File: src/rtl/rr_arb_pkg.sv
// Shared types and the round-robin search helper for rr_decode_arbiter.
package rr_arb_pkg;

    localparam int NREQ  = 8;
    localparam int IDX_W = 3;

    typedef enum logic {
        IDLE = 1'b0,
        OWN  = 1'b1
    } arb_state_t;

    typedef struct packed {
        logic             found;
        logic [IDX_W-1:0] idx;
    } pick_t;

    // Walks from the farthest offset down to ptr so the nearest set bit wins last.
    function automatic pick_t rr_pick(input logic [NREQ-1:0] req, input logic [IDX_W-1:0] ptr);
        pick_t            r;
        logic [IDX_W-1:0] k;
        r = '0;
        for (int i = NREQ - 1; i >= 0; i--) begin
            k = ptr + IDX_W'(i);
            if (req[k]) begin
                r.found = 1'b1;
                r.idx   = k;
            end
        end
        return r;
    endfunction

endpackage

File: src/rtl/onehot_dec3to8.sv
// Combinational 3:8 one-hot decoder with enable; output is all zeros when disabled.
module onehot_dec3to8
    import rr_arb_pkg::*;
(
    input  logic [IDX_W-1:0] idx,
    input  logic             en,
    output logic [NREQ-1:0]  onehot
);

    assign onehot = en ? (NREQ'(1) << idx) : '0;

endmodule

File: src/rtl/rr_decode_arbiter.sv
// Round-robin arbiter over 8 requesters with a registered one-hot grant.
// Optional hold-time limit enabled by defining RR_HOLD_LIMIT_EN.
module rr_decode_arbiter
    import rr_arb_pkg::*;
#(
    parameter int HOLD_MAX = 16,
    parameter int CNT_W    = 8
) (
    input  logic             clk,
    input  logic             rst_n,
    input  logic             en,
    input  logic [NREQ-1:0]  req,
    output logic [NREQ-1:0]  gnt,
    output logic [IDX_W-1:0] gnt_idx,
    output logic             gnt_vld,
    output arb_state_t       dbg_state
);

    if ((HOLD_MAX < 2) || (HOLD_MAX >= (1 << CNT_W))) begin : g_bad_hold_cfg
        $error("rr_decode_arbiter: HOLD_MAX must be 2..2^CNT_W-1");
    end

    arb_state_t       state, state_nxt;
    logic [IDX_W-1:0] owner, owner_nxt;
    logic [IDX_W-1:0] ptr, ptr_nxt;
    logic [NREQ-1:0]  gnt_nxt;
    pick_t            pick;

`ifdef RR_HOLD_LIMIT_EN
    logic [CNT_W-1:0] hcnt, hcnt_nxt;
    logic [NREQ-1:0]  others;
    pick_t            pick_x;

    assign others = req & ~(NREQ'(1) << owner);
    assign pick_x = rr_pick(others, ptr);
`endif

    assign pick = rr_pick(req, ptr);

    always_comb begin
        state_nxt = state;
        owner_nxt = owner;
        ptr_nxt   = ptr;
`ifdef RR_HOLD_LIMIT_EN
        hcnt_nxt  = hcnt;
`endif
        if (!en) begin
            // Disable drops ownership but keeps ptr so fairness survives.
            state_nxt = IDLE;
`ifdef RR_HOLD_LIMIT_EN
            hcnt_nxt  = '0;
`endif
        end else if ((state == IDLE) || !req[owner]) begin
            if (pick.found) begin
                state_nxt = OWN;
                owner_nxt = pick.idx;
                ptr_nxt   = pick.idx + IDX_W'(1);
`ifdef RR_HOLD_LIMIT_EN
                hcnt_nxt  = '0;
`endif
            end else begin
                state_nxt = IDLE;
            end
        end else begin
`ifdef RR_HOLD_LIMIT_EN
            if (hcnt == CNT_W'(HOLD_MAX - 1)) begin
                // Owner excluded from the forced search; a sole requester just restarts its window.
                if (pick_x.found) begin
                    owner_nxt = pick_x.idx;
                    ptr_nxt   = pick_x.idx + IDX_W'(1);
                end
                hcnt_nxt = '0;
            end else begin
                hcnt_nxt = hcnt + CNT_W'(1);
            end
`endif
        end
    end

    // Decode the next owner so the registered grant lands with one-cycle latency.
    onehot_dec3to8 u_dec (
        .idx    (owner_nxt),
        .en     (state_nxt == OWN),
        .onehot (gnt_nxt)
    );

    always_ff @(posedge clk) begin
        if (!rst_n) begin
            state <= IDLE;
            owner <= '0;
            ptr   <= '0;
            gnt   <= '0;
`ifdef RR_HOLD_LIMIT_EN
            hcnt  <= '0;
`endif
        end else begin
            state <= state_nxt;
            owner <= owner_nxt;
            ptr   <= ptr_nxt;
            gnt   <= gnt_nxt;
`ifdef RR_HOLD_LIMIT_EN
            hcnt  <= hcnt_nxt;
`endif
        end
    end

    assign gnt_vld   = (state == OWN);
    assign gnt_idx   = owner;
    assign dbg_state = state;

endmodule
File: config.mk
export PLATFORM = sky130hd
export DESIGN_NAME = rr_decode_arbiter
export DESIGN_NICKNAME = d
export VERILOG_FILES = /design/src/rtl/rr_arb_pkg.sv /design/src/rtl/onehot_dec3to8.sv /design/src/rtl/rr_decode_arbiter.sv
export SDC_FILE = /design/constraint.sdc
export NUM_CORES = 1
export LEC_CHECK = 0
export ABC_CLOCK_PERIOD_IN_PS = 8100
export CAP_MARGIN = 30
export CORE_UTILIZATION = 30
export CTS_BUF_LIST = sky130_fd_sc_hd__clkbuf_8
export CTS_CLUSTER_SIZE = 8
export DETAILED_ROUTE_END_ITERATION = 10
export GPL_ROUTABILITY_DRIVEN = 0
export PLACE_DENSITY_LB_ADDON = 0.2
export SETUP_SLACK_MARGIN = 0.15
export SLEW_MARGIN = 15
export SYNTH_ARGS = -nofsm -noshare
export SYNTH_HDL_FRONTEND = slang
export SYNTH_SLANG_ARGS = --single-unit
File: constraint.sdc
create_clock -name clk -period 8.1 [get_ports clk]
set_input_delay 1.62 -clock clk [delete_from_list [all_inputs] [get_ports clk]]
set_output_delay 1.62 -clock clk [all_outputs]
set_load 0.05 [all_outputs]
==> results.md, run 1 <==
* Status: finished clean
* Largest net degree at the start of global routing at 31
* Most common cell in the synthesized netlist: dfxtp_1
* Mapped cell area at 0.00159 mm2
* Initial Utilization at 31.2%
* Critical path class: flip-flop to flip-flop
* First drt pass iteration count at 5
* Synth unique cells at 53
* Vias at 1520
* Antenna cells at 0
* Final std cells w/o fill at 264
* Net count, final at 208
* 1st-iter DRT viols at 211
* Overall global routing resource usage at 16.9%
* Max Cap Viol at 0
* Post-detail-place hpwl at 3120 um
* Root buffer cell: clkbuf_8
* Synth area leader: dfxtp_1
* Leak at 0.000681 uW
* Number of synthesized register bits at 15
* Critical path cell sequence: clkinv_1 > ha_1 > mux4_2 > or2_2 > a2111oi_0 > o21ai_1 > nand3_2 > inv_4 > mux2_4 > nor4_1
* Syn. warnings at 0
* Period utilisation layout at 57.2%
* Cells after Synth at 175
* Clk slew on worst S/H paths at 0.06 ns
* Setup crit end kind: flip-flop
* Initial antenna violation count at 0
* WL final at 4320 um
* CTS Buf Count at 3
* Ratio of cells with drive above 1 in the final layout at 13.9%
* Period minus WS final at 4.63 ns
* CTS resizes at 0
* Vias per inst at 5.76
* VDD IR-drop max at 0.214 mV
* Top area cells in the synthesized netlist: dfxtp_1 19%, mux4_2 8.5%, mux2i_1 8.2%
* Post-synth top cells: 15 x dfxtp_1, 13 x mux2i_1, 11 x a21oi_1, 11 x nor2_1, 9 x nand2_1
* GR Overflow Total at 0
* Worst slew pin tran at 0.903 ns
* Post-DR wirelength/cell at 16.4 um
* PortBufs at 23
* CP Max Fanout at 25
* Synth top area share at 18.8%
* Die area at 0.00561 mm2
* Max-slew violation count at 0
* Average cell area after synthesis at 9.11 um2
* Setup Skew at 0.00301 ns
* Syn_nets at 188
* # hold bufs at CTS at 0
* P&R area growth vs syn at 20.2%
* Post-route ant nets at 0
* I/O pins at 24
* CP Data Required Time at 8.25 ns
* H-tree levels at 1
* RSZ-0062 raised after global routing: no
* Cell Pwr Density at 406 mW/mm2
* Worst path top cell family by delay: multiplexers
* Die Y at 74.9 um
* Postcts setup bufs at 0
* # fillers at 522
* Fmax at 216 MHz
* DR DRC count at 0
* Async set-or-reset flop fraction in the synthesized netlist at 0%
* Hold Violations, Final at 0
* Vias in the first global route at 1432
* WP buf/inv at 2
* Placed Instances at 260
* Setup crit start kind: flip-flop
* Critical Path Max Stage Delay at 0.91 ns
* Sequential element share of the synthesized area at 18.8%
* CTS tree: built
* Max_slew headroom at 39.7%
* Num rows at 26
* Number of synthesized flops with an enable pin at 0
* Min-Delay Path Class: flip-flop to flip-flop
* Final worst hold slack at 0.685 ns
* Core Region at 0.00511 mm2
* Final TNS setup at 0 ns
* Worst path arrival time at 4.78 ns
* Die Wd at 74.9 um
* Worst skew pair latency at 0.24 ns
* Setup Viol. Count Final at 0
* Bufs on Longest Clock Path at 2
* Ys flop type: dfxtp_1
* First-pass GRT wire length at 7450 um
* Crit-path slowest cell: dfxtp_1
* CTS Sinks at 15
## worst paths after layout
check / cells after the start / start / end / slack, ns
max: 10 / ptr[1] / gnt[1] / 3.47
min: 2 / gnt_idx[2] / gnt[0] / 0.69
max reg2reg: 10 / ptr[1] / gnt[1] / 3.47
min reg2reg: 2 / gnt_idx[2] / gnt[0] / 0.69
## cell type report
class	count	area, um2	area share [%]
Inverter	10	40.0	2.09
Sequential cell	15	300	15.7
Timing Repair Buffer	24	238	12.4
Clock buffer	3	41.3	2.16
Tap cell	70	87.6	4.57
Clock inverter	1	3.75	0.196
Multi-Input combinational cell	141	1200	62.9
## cell families after synthesis
group	after synthesis	synth area share (%)
AOI/OAI and AO/OA	47	20.5
xor gates and xnor gates	4	2.20
adders and majority gates	2	1.57
buffers and inverters	19	5.57
DFF	15	18.8
muxes	32	30.1
and+or+nand+nor	56	21.3
## state kept, by name, summed over array words and instances, names as in the netlist
| signal | flops |
|---|---|
| dbg_state | 1 |
| gnt | 8 |
| gnt_idx | 3 |
| ptr | 3 |
## routing by layer
| layer | GRT usage [%] | routed length, um |
|---|---|---|
| met5 | 0 | 0 |
| met4 | 3.56 | 34 |
| met3 | 2.01 | 267 |
| met2 | 25.3 | 1910 |
| met1 | 25.9 | 2110 |
## layout by cell type, fill, tap and decap left out, types with 3 or more instances in the layout
master	count
clkdlybuf4s50_1	23
dfxtp_1	15
mux2i_1	13
nor2_1	11
a21oi_1	11
inv_1	9
nand2_1	9
nor4_1	8
mux2_2	7
o21ai_0	7
mux4_2	6
nand2b_1	6
mux4_1	4
o211ai_1	4
and4_1	4
o22ai_1	3
xor2_1	3
a22oi_1	3
or2_2	3
nor4b_1	3
nand3_1	3
clkbuf_8	3
## power breakdown
group | switching (uW) | internal [uW] | leakage [uW]
logic | 349 | 250 | 0.000532
registers | 30.6 | 91.7 | 0.000122
clock network | 23.7 | 33.5 | 0.0000269
total | 403 | 375 | 0.000681
## worst register-to-register path: stages (launching register included)
cell	delay [ns]
dfxtp_1	0.91
clkinv_1	0.49
ha_1	0.72
mux4_2	0.65
or2_2	0.30
a2111oi_0	0.44
o21ai_1	0.20
nand3_2	0.16
inv_4	0.08
mux2_4	0.31
nor4_1	0.26
## per-stage QoR
stage | instance area [um2] | total power (uW) | utilization [%] | setup slack [ns]
finish | 1920 | 778 | 37.5 | 3.47
global route | 1920 | 845 | 37.5 | 3.10
CTS | 1920 | 773 | 37.5 | 3.49
detailed placement | 1870 | 713 | 36.6 | 3.40
global placement | 1870 | 724 | 36.6 | 3.35
floorplan | 1590 | 590 | - | 4.35
Power figures use the tool's default switching activity.
==> run 2, diff against run 1 <==
Settings changed: ABC_CLOCK_PERIOD_IN_PS 8100 to 4770.
Clock period 8.1 ns to 4.77 ns, I/O delays scaled along.
==> results.md, run 2 (synthesized netlist as in run 1, its figures left out) <==
* Status: finished clean (unchanged)
* WL final at 4360 um (was 4320 um)
* FF-to-FF End: gnt[1] (unchanged)
* Net count, final at 210 (was 208)
* Met1 usage at 24.4% (was 25.9%)
* RSZ-0062 raised after global routing: no (unchanged)
* Critical path class: input pin to flip-flop (was flip-flop to flip-flop)
* Worst path arrival time at 3.94 ns (was 4.78 ns)
* Die Wd at 74.9 um (unchanged)
* First-pass GRT wire length at 7330 um (was 7450 um)
* Sw Share at 51.5% (was 51.8%)
* Core Region at 0.00511 mm2 (unchanged)
* Bufs on Longest Clock Path at 2 (unchanged)
* Initial antenna violation count at 0 (unchanged)
* Period utilisation layout at 79.4%
* Worst slew pin tran at 0.852 ns (was 0.903 ns)
* Setup Viol. Count Final at 0 (unchanged)
* Root buffer cell: clkbuf_8 (unchanged)
* # fillers at 530 (was 522)
* Reg2reg start: ptr[1] (unchanged)
* H-tree levels at 1 (unchanged)
* Reg2reg path depth at 10 (unchanged)
* Switch Pwr at 685 uW (was 403 uW)
* Die Y at 74.9 um (unchanged)
* DR DRC count at 0 (unchanged)
* Post-DR wirelength/cell at 16.4 um (about the same)
* Dpl cell area at 0.00189 mm2 (was 0.00187 mm2)
* Largest register FFs at 8 (unchanged)
* Leak at 0.000689 uW (was 0.000681 uW)
* Post-route ant nets at 0 (unchanged)
* VDD IR-drop max at 0.357 mV (was 0.214 mV)
* Multi-input logic area at 0.00120 mm2 (unchanged)
* FF+latch area at 300 um2 (unchanged)
* GR Overflow Total at 0 (unchanged)
* 1st-iter DRT viols at 117 (was 211)
* Initial Utilization at 31.2% (unchanged)
* Die area at 0.00561 mm2 (unchanged)
* Ratio of cells with drive above 1 in the final layout at 15.3% (was 13.9%)
* PortBufs at 23 (unchanged)
* Biggest register: gnt (unchanged)
* Most frequent cells in the layout: 23 x clkdlybuf4s50_1, 15 x dfxtp_1, 13 x mux2i_1 (unchanged)
* Placed Instances at 262 (was 260)
* Combinational power share at 78.4% (was 76.9%)
* # hold bufs at CTS at 0 (unchanged)
* Postcts setup bufs at 0 (unchanged)
* Max-slew violation count at 0 (unchanged)
* I/O pins at 24 (unchanged)
* Design Area, Final at 0.00193 mm2 (was 0.00192 mm2)
* P&R area growth vs syn at 21.2% (was 20.2%)
* Num rows at 26 (unchanged)
* CTS resizes at 0 (unchanged)
* Final TNS setup at 0 ns (unchanged)
* Hold Violations, Final at 0 (unchanged)
* CP Max Fanout at 9 (was 25)
* Clk slew on worst S/H paths at 0.06 ns (about the same)
* Cell Pwr Density at 688 mW/mm2 (was 406 mW/mm2)
* Max Cap Viol at 0 (unchanged)
* Clock power share at 7.6% (was 7.3%)
* Pint at 645 uW (was 375 uW)
* Max_slew headroom at 43.1% (was 39.7%)
* Global routing usage on met3 at 2.14% (was 2.01%)
* Setup Skew at 0.00297 ns (was 0.00301 ns)
* Setup crit start: req[5] (was ptr[1])
* CTS Buf Count at 3 (unchanged)
* Setup crit start kind: input pin (was flip-flop)
* GR met2 Demand/Resource at 26.7% (was 25.3%)
* Largest net degree at the start of global routing at 31 (unchanged)
* CTS tree: built (unchanged)
* Vias per inst at 5.68 (was 5.76)
* Register-to-register setup slack at 1.07 ns (was 3.47 ns)
* Vias at 1510 (was 1520)
* End point of the critical path: gnt[1] (unchanged)
* Gr busiest metal: met2 (was met1)
* Final std cells w/o fill at 266 (was 264)
* CTS Sinks at 15 (unchanged)
* Setup crit end kind: flip-flop (unchanged)
* Fmax at 264 MHz
* Post-detail-place hpwl at 3130 um (was 3120 um)
* Seq pwr share at 14.0% (was 15.7%)
* CP Data Required Time at 4.92 ns (was 8.25 ns)
* Min-Delay Path Class: flip-flop to flip-flop (unchanged)
* Most common cell after layout, fill and taps aside: clkdlybuf4s50_1 (unchanged)
* Vias in the first global route at 1450 (was 1432)
* Overall global routing resource usage at 16.8% (was 16.9%)
* Antenna cells at 0 (unchanged)
* Period minus WS final at 3.79 ns
* Worst skew pair latency at 0.24 ns (about the same)
* First drt pass iteration count at 4 (was 5)
[run 2: changes by cell type in the layout (fill, tap and decap cells not counted), sizes merged]
cell and change:
buf +2, inv -1, clkinv +1
[run 2: how the worst min path moves through the flow]
| stage | depth (start not counted) | slack (ns) | endpoint | start |
|---|---|---|---|---|
| 3_5_place_dp | 2 | 0.68 | gnt[1] | gnt_idx[2] |
| 6_report | 2 | 0.68 | gnt[0] | gnt_idx[2] |
| 5_1_grt | 2 | 0.74 | gnt[0] | gnt_idx[2] |
| 3_3_place_gp | 2 | 0.69 | gnt[1] | gnt_idx[2] |
| 2_1_floorplan | 3 | 0.77 | ptr[1] | ptr[1] |
| 4_1_cts | 2 | 0.69 | gnt[1] | gnt_idx[2] |
[run 2: cell type report]
| type | count | share of cell area [%] |
|---|---|---|
| Multi-Input combinational cell | 141 | 62.4 |
| Sequential cell | 15 | 15.5 |
| Timing Repair Buffer | 26 | 13.1 |
| Tap cell | 70 | 4.53 |
| Clock buffer | 3 | 2.14 |
| Inverter | 10 | 2.07 |
| Clock inverter | 1 | 0.259 |
[run 2: per-layer routing]
layer,part of all wire (%),up-vias
met4,0.57,0
met2,46,47
met1,49,715
met3,4.6,4
met5,0,-
li1,-,744
[run 2: stage by stage]
step                utilization (%)  worst slack, ns  power [uW]  hold WS [ns]
finish                         37.8            0.984        1330         0.675
global route                   37.8            0.715        1450         0.739
CTS                            37.8            0.999        1330         0.693
detailed placement             36.9            0.766        1220         0.682
global placement               36.9            0.705        1230         0.688
floorplan                         -             1.15        1000         0.773
[run 2: critical path: stages]
cell	delay [ns]
clkdlybuf4s50_1	0.58
mux4_1	0.67
a211o_1	0.30
a2111oi_0	0.40
o21ai_1	0.21
nand3_2	0.16
inv_4	0.08
mux2_4	0.31
nor4_1	0.26
[run 2: power groups by stage]
stage	sequential, uW	combinational, uW	clock (uW)
after detailed placement	190	1030	0
after floorplan	256	747	0
final	186	1040	101
after global placement	191	1040	0
after global routing	193	1150	109
after CTS	187	1040	104
